--- src/rtl/cla_pkg.sv ---
// Shared configuration helpers for the pipelined carry-lookahead adder.
package cla_pkg;

  // Legal when the operand splits evenly into slices and each slice
  // splits evenly into lookahead groups.
  function automatic bit cla_cfg_ok(input int width, input int stages, input int blk);
    bit ok;
    ok = (stages >= 1) && (blk >= 1) && (width >= stages);
    if (ok) ok = ((width % stages) == 0) && (((width / stages) % blk) == 0);
    return ok;
  endfunction

  // Bits handled by one pipeline stage.
  function automatic int cla_slice_w(input int width, input int stages);
    return (stages >= 1) ? (width / stages) : width;
  endfunction

  // Lookahead groups inside one stage (at least one, even for bad configs,
  // so elaboration reaches the configuration error instead of a zero width).
  function automatic int cla_groups(input int width, input int stages, input int blk);
    int sw;
    sw = cla_slice_w(width, stages);
    return (blk >= 1 && sw >= blk) ? (sw / blk) : 1;
  endfunction

endpackage

--- src/rtl/cla_group.sv ---
// BLK-bit carry-lookahead group: local sum bits plus group propagate/generate
// for the second-level lookahead in the parent.
module cla_group #(
  parameter int BLK = 4
) (
  input  logic [BLK-1:0] i_p,
  input  logic [BLK-1:0] i_g,
  input  logic           i_cin,
  output logic [BLK-1:0] o_sum,
  output logic           o_pg,
  output logic           o_gg
);

  logic [BLK-1:0] w_c;

  // Carry into each bit, expanded in lookahead form from the group carry-in.
  always_comb begin
    logic v_carry;
    logic v_term;
    v_carry = 1'b0;
    v_term  = 1'b0;
    w_c     = '0;
    for (int i = 0; i < BLK; i++) begin
      v_carry = i_cin;
      for (int m = 0; m < i; m++) v_carry = v_carry & i_p[m];
      for (int n = 0; n < i; n++) begin
        v_term = i_g[n];
        for (int m = n + 1; m < i; m++) v_term = v_term & i_p[m];
        v_carry = v_carry | v_term;
      end
      w_c[i] = v_carry;
    end
  end

  // Group generate: some bit generates and every bit above it propagates.
  always_comb begin
    logic v_gen;
    logic v_term;
    v_gen  = 1'b0;
    v_term = 1'b0;
    for (int n = 0; n < BLK; n++) begin
      v_term = i_g[n];
      for (int m = n + 1; m < BLK; m++) v_term = v_term & i_p[m];
      v_gen = v_gen | v_term;
    end
    o_gg = v_gen;
  end

  assign o_sum = i_p ^ w_c;
  assign o_pg  = &i_p;

endmodule

--- src/rtl/pipelined_cla_adder.sv ---
// Pipelined carry-lookahead adder/subtractor. Each stage resolves one
// WIDTH/STAGES slice; the slice carry-out is registered and feeds the next
// stage. Upper operand bits travel with the operation, finished sum bits
// accumulate in sum_done. The last stage register is the output register.
module pipelined_cla_adder
  import cla_pkg::*;
#(
  parameter int WIDTH  = 32,
  parameter int STAGES = 4,
  parameter int BLK    = 4
) (
  input  logic             clk,
  input  logic             rst,
  input  logic             in_valid,
  output logic             in_ready,
  input  logic [WIDTH-1:0] a,
  input  logic [WIDTH-1:0] b,
  input  logic             cin,
  input  logic             sub,
  output logic             out_valid,
  input  logic             out_ready,
  output logic [WIDTH-1:0] sum,
  output logic             cout,
  output logic             ovf
);

  localparam int SW = cla_slice_w(WIDTH, STAGES);
  localparam int NG = cla_groups(WIDTH, STAGES, BLK);

  typedef struct packed {
    logic             valid;
    logic             carry;
    logic             ovf;
    logic [WIDTH-1:0] a_rem;
    logic [WIDTH-1:0] b_rem;
    logic [WIDTH-1:0] sum_done;
  } stage_t;

  if (!cla_cfg_ok(WIDTH, STAGES, BLK)) begin : g_cfg_check
    $error("pipelined_cla_adder: WIDTH/STAGES/BLK combination is not legal");
  end

  stage_t r_stage     [STAGES];
  stage_t w_stage_out [STAGES];
  logic   w_adv;

  // The whole pipe moves together; it only stalls when a result is waiting.
  assign w_adv     = ~r_stage[STAGES-1].valid | out_ready;
  assign in_ready  = w_adv;
  assign out_valid = r_stage[STAGES-1].valid;
  assign sum       = r_stage[STAGES-1].sum_done;
  assign cout      = r_stage[STAGES-1].carry;
  assign ovf       = r_stage[STAGES-1].ovf;

  for (genvar k = 0; k < STAGES; k++) begin : g_stage
    stage_t        w_in;
    stage_t        w_out;
    logic [SW-1:0] w_p;
    logic [SW-1:0] w_g;
    logic [SW-1:0] w_s;
    logic [NG-1:0] w_pg;
    logic [NG-1:0] w_gg;
    logic [NG:0]   w_cgrp;

    if (k == 0) begin : g_entry
      // Entry stage: fold subtract into inverted B with forced carry-in.
      always_comb begin
        w_in          = '0;
        w_in.valid    = in_valid;
        w_in.carry    = sub ? 1'b1 : cin;
        w_in.a_rem    = a;
        w_in.b_rem    = sub ? ~b : b;
      end
    end else begin : g_link
      assign w_in = r_stage[k-1];
    end

    assign w_p = w_in.a_rem[k*SW +: SW] ^ w_in.b_rem[k*SW +: SW];
    assign w_g = w_in.a_rem[k*SW +: SW] & w_in.b_rem[k*SW +: SW];

    for (genvar j = 0; j < NG; j++) begin : g_grp
      cla_group #(
        .BLK(BLK)
      ) u_grp (
        .i_p  (w_p[j*BLK +: BLK]),
        .i_g  (w_g[j*BLK +: BLK]),
        .i_cin(w_cgrp[j]),
        .o_sum(w_s[j*BLK +: BLK]),
        .o_pg (w_pg[j]),
        .o_gg (w_gg[j])
      );
    end

    // Second-level lookahead: carry into each group from the slice carry-in.
    always_comb begin
      logic v_carry;
      logic v_term;
      v_carry   = 1'b0;
      v_term    = 1'b0;
      w_cgrp    = '0;
      w_cgrp[0] = w_in.carry;
      for (int j = 1; j <= NG; j++) begin
        v_carry = w_in.carry;
        for (int i = 0; i < j; i++) v_carry = v_carry & w_pg[i];
        for (int i = 0; i < j; i++) begin
          v_term = w_gg[i];
          for (int m = i + 1; m < j; m++) v_term = v_term & w_pg[m];
          v_carry = v_carry | v_term;
        end
        w_cgrp[j] = v_carry;
      end
    end

    // Next record: slice result merged in; carry into the slice MSB is
    // recovered as sum^p, which only matters for ovf in the final stage.
    always_comb begin
      w_out                        = w_in;
      w_out.carry                  = w_cgrp[NG];
      w_out.ovf                    = (w_s[SW-1] ^ w_p[SW-1]) ^ w_cgrp[NG];
      w_out.sum_done[k*SW +: SW]   = w_s;
    end

    assign w_stage_out[k] = w_out;
  end

  // Stage registers: clear on reset, otherwise shift in lockstep on advance.
  always_ff @(posedge clk or posedge rst) begin
    if (rst) begin
      for (int k = 0; k < STAGES; k++) r_stage[k] <= '0;
    end else if (w_adv) begin
      for (int k = 0; k < STAGES; k++) r_stage[k] <= w_stage_out[k];
    end
  end

endmodule
--- config.mk ---
export PLATFORM = sky130hd
export DESIGN_NAME = pipelined_cla_adder
export DESIGN_NICKNAME = d
export VERILOG_FILES = /design/src/rtl/cla_pkg.sv /design/src/rtl/cla_group.sv /design/src/rtl/pipelined_cla_adder.sv
export SDC_FILE = /design/constraint.sdc
export NUM_CORES = 1
export LEC_CHECK = 0
export BUFFER_PORTS_ARGS = -buffer_cell sky130_fd_sc_hd__buf_2
export CORE_ASPECT_RATIO = 0.9
export CORE_MARGIN = 2
export CORE_UTILIZATION = 52
export DETAILED_ROUTE_END_ITERATION = 8
export GPL_TIMING_DRIVEN = 0
export PLACE_DENSITY = 0.83
export SLEW_MARGIN = 20
export SYNTH_ARGS = -nofsm -noshare
export SYNTH_HDL_FRONTEND = slang
export SYNTH_SLANG_ARGS = --single-unit
--- constraint.sdc ---
create_clock -name clk -period 5.4 [get_ports clk]
set_input_delay 0 -clock clk [delete_from_list [all_inputs] [get_ports clk]]
set_output_delay 0 -clock clk [all_outputs]
set_load 0.02 [all_outputs]
==> metrics.md <==
| Metric | Value |
|---|---|
| Cell with the most instances after synthesis | `nand2_1` |
| Status | `complete, no violations` |
| Vias in the first global route | `6759` |
| Initial antenna violation count | `0` |
| Area Overhead vs Synth | `23.6%` |
| CTS Sinks | `around 190` |
| Crit path largest cell delay | `~0.4 ns` |
| Routed Antenna Nets | `0` |
| Crit Path Class | `reg -> reg` |
| CTS tree | `built` |
| Net Count, Synth | `just over 1000` |
| GRT overflow | `0` |
| Number of buffers added on ports | `between 100 and 150` |
| Final setup vio count | `0` |
| Combinational Power Share | `38.1%` |
| Area leader, netlist | `dfrtp_1` |
| Sequential share of power | `39.2%` |
| Die Span X | `138 um` |
| Yosys cell types | `28` |
| IO Count | `106` |
| Total CTS buffers | `17` |
| Pleak | `5.36 nW` |
| Top post-synthesis cells by area | `dfrtp_1 (55%), nand2_1 (20%), ha_1 (6.0%), xnor2_1 (3.1%), o21ai_0 (2.7%)` |
| Top fanout value on the critical path | `3` |
| CTS H-tree lvls | `4` |
| Min cycle time layout | `2.47 ns` |
| DR pass1 iterations | `5` |
| Post-Layout Cell Count | `1310` |
| R2R setup slack | `2.93 ns` |
| Synthesized area | `about 8400 um2` |
| Post-synth top area share | `55.1%` |
| Max Freq | `around 400 MHz` |
| Clk buf depth | `2` |
| Placed cell count | `between 1000 and 1500` |
| Fin area | `10400 um2` |
| Initial core utilization | `approximately 53%` |
| Number of max-cap violations | `0` |
| Int Pwr | `3.79 mW` |
| Layout cells sized above 1 | `15.2%` |
| Final Skew | `0.00586 ns` |
| Full die area | `17200 um2` |
| Final wirelength | `just under 20 mm` |
| Via count | `6717` |
| Fin nets | `1209` |
| Placed cell area | `9210 um2` |
| Register area share after synthesis | `a little under three fifths` |
| Dpl hpwl | `13.6 mm` |
| First-pass GRT wire length | `32.6 mm` |
| DR DRC count | `0` |
| Slew headroom | `53.0%` |
| CP max-delay cell | `dfrtp_1` |
| Setup_tns | `0 ns` |
| CORE AREA | `16000 um2` |
| CP required | `5.69 ns` |
| Post-Synthesis Cells | `915` |
| Sw Ratio | `37.6%` |
| Unrepaired setup endpoints after global routing | `no` |
| # diodes | `0` |
| CTS clk-pin slew, worst paths | `0.06 ns` |
| Crit. End Element | `flip-flop` |
| GP Congestion | `0.840` |
| Syn avg cell area | `9.18 um2` |
| Final Hold Viols | `0` |
| Maximum vdd drop | `348 uV` |
| Post-synth ARST share | `100%` |
| DR WL/cell | `15.1 um` |
| CTS root buffer | `clkbuf_16` |
| Clock latency on the worst-skew pair | `0.43 ns` |
| Net Sw Power | `2.28 mW` |
| Clock Power Share | `between 20% and 30%` |
| Post-layout util | `between 60% and 70%` |
| Crit-path leading delay family | `compound AO/OA/AOI/OAI gates` |
| CP Launch Type | `flip-flop` |
| Top cell types by occurrence after synthesis | `nand2_1 (439), dfrtp_1 (185), o21ai_0 (46)` |
| Vias per inst | `5.13` |
| Min-Delay Path Class | `in -> reg` |
| Tcrit/Tclk final | `45.8%` |
| Largest net degree at the start of global routing | `100` |
| Post CTS Setup Buffer Count | `0` |
| Final Max Tran Viols | `0` |
| Height of the die | `125 um` |
| #FFs+latches synth | `185` |
| Top_reg_cell synth | `dfrtp_1` |
| Critical path buffers and inverters | `0` |
| Worst-Margin Slew | `0.706 ns` |
| DR iter-0 viols | `529` |
| Yosys synthesis warning count | `0` |
| EDFF count, synth | `0` |
| Row count | `44` |
| GRT Total Usage | `between 20% and 30%` |
| Cell Pwr Density | `585 nW/um2` |
| Worst path cell trace | `ha_1, a21o_1, a21oi_1, o21ai_0, ha_1, o21a_1, o21a_1, nor2_1, xor2_1, o21ai_0` |
| CP arrival | `2.77 ns` |
[layer usage]
layer | track usage (%) | up-vias | share of wire [%]
li1 | - | 3247 | -
met1 | 32.5 | 3203 | 42
met2 | 38.9 | 215 | 48
met3 | 5.54 | 52 | 6.0
met4 | 12.3 | 0 | 4.1
met5 | 0 | - | 0
[registers in the layout, indices dropped and copies added, names as in the netlist]
register,count
g_stage.w_in,147
g_stage.w_cgrp,3
sum,32
out_valid,1
ovf,1
cout,1
[kinds of logic (layout without fill, tap and decap cells)]
logic type | after synthesis | count (layout) | synth area share [%]
AO/OA/AOI/OAI | 105 | 105 | 7.26
XOR/XNOR | 48 | 48 | 5.01
adder cells (fa/ha/maj) | 48 | 48 | 7.87
buffers and inverters | 55 | 243 | 3.02
flip-flops | 185 | 185 | 55.1
multiplexers | 1 | 1 | 0.179
AND/OR/NAND/NOR | 473 | 473 | 21.5
[path summary, 6_finish.rpt]
check	from	end	depth (start not counted)
min in group asynchronous	rst	g_stage[3].w_in[5]$_DFFE_PP0P_	3
setup reg to reg	g_stage[2].w_in[48]$_DFFE_PP0P_	g_stage[3].w_in[23]$_DFFE_PP0P_	10
hold reg to reg	g_stage[3].w_in[98]$_DFFE_PP0P_	g_stage[3].w_in[98]$_DFFE_PP0P_	2
max in group asynchronous	rst	g_stage[1].w_in[95]$_DFFE_PP0P_	4
hold / removal	a[4]	g_stage[1].w_in[4]$_DFFE_PP0P_	4
setup / recovery	g_stage[2].w_in[48]$_DFFE_PP0P_	g_stage[3].w_in[23]$_DFFE_PP0P_	10
[what timing repair did]
| action | 4_1_cts | 5_1_grt |
|---|---|---|
| hold endpoints to repair | 147 | 0 |
| hold buffers | 52 | 0 |
| gates resized for setup | 0 | 0 |
[cell type report]
| cell class | instances | area (um2) |
|---|---|---|
| inverter | 11 | 51.3 |
| fill | 1247 | 5580 |
| multi-input combinational | 675 | 3510 |
| timing repair buffer | 157 | 1070 |
| sequential | 185 | 4630 |
| clock inverter | 8 | 193 |
| tap | 207 | 259 |
| clock buffer | 23 | 458 |
| buffer | 44 | 210 |
[placed cells by master (no fill, tap or decap)]
master | netlist | final
a211oi_1 | 1 | 1
a21o_1 | 4 | 4
a21oi_1 | 27 | 27
a31oi_1 | 2 | 2
buf_16 | 0 | 1
buf_2 | 30 | 134
buf_6 | 1 | 1
bufinv_16 | 0 | 6
clkbuf_1 | 13 | 18
clkbuf_16 | 0 | 17
clkbuf_8 | 0 | 1
clkinv_2 | 0 | 1
clkinvlp_4 | 0 | 1
dfrtp_1 | 185 | 185
dlygate4sd3_1 | 0 | 52
fa_1 | 8 | 8
ha_1 | 40 | 40
inv_1 | 10 | 9
inv_4 | 1 | 1
inv_8 | 0 | 1
mux2_4 | 1 | 1
nand2_1 | 439 | 439
nand2b_1 | 2 | 2
nand3_1 | 1 | 1
nor2_1 | 21 | 21
nor2b_4 | 1 | 1
nor3_1 | 7 | 7
o21a_1 | 15 | 15
o21ai_0 | 46 | 46
o21ai_1 | 2 | 2
o21bai_4 | 1 | 1
o31ai_1 | 7 | 7
or2_4 | 1 | 1
or3_1 | 1 | 1
xnor2_1 | 30 | 30
xor2_1 | 18 | 18
[power by group through the flow]
| stage | Clock, mW | Combinational (mW) | Sequential, mW |
|---|---|---|---|
| detailed placement | 0 | 2.25 | 2.39 |
| finish | 1.38 | 2.31 | 2.38 |
| floorplan | 0 | 1.48 | 2.46 |
| global route | 1.45 | 2.61 | 2.45 |
| CTS | 1.39 | 2.31 | 2.38 |
| global placement | 0 | 2.14 | 2.37 |
[through the flow]
step,total power [mW],hold WS [ns],worst slack [ns]
4_1_cts,6.08,0.00304,2.95
3_5_place_dp,4.64,0.172,2.83
2_1_floorplan,3.94,0.112,0.371
5_1_grt,6.52,0.0245,2.77
3_3_place_gp,4.51,0.199,-1.38
6_report,6.07,0.00867,2.93
[worst register-to-register path, cell delays in order, from the launching register on]
cell and delay (ns):
dfrtp_1 0.41, ha_1 0.32, a21o_1 0.19, a21oi_1 0.17
o21ai_0 0.21, ha_1 0.24, o21a_1 0.19, o21a_1 0.18
nor2_1 0.14, xor2_1 0.18, o21ai_0 0.09
(Power assumes the default switching activity.)
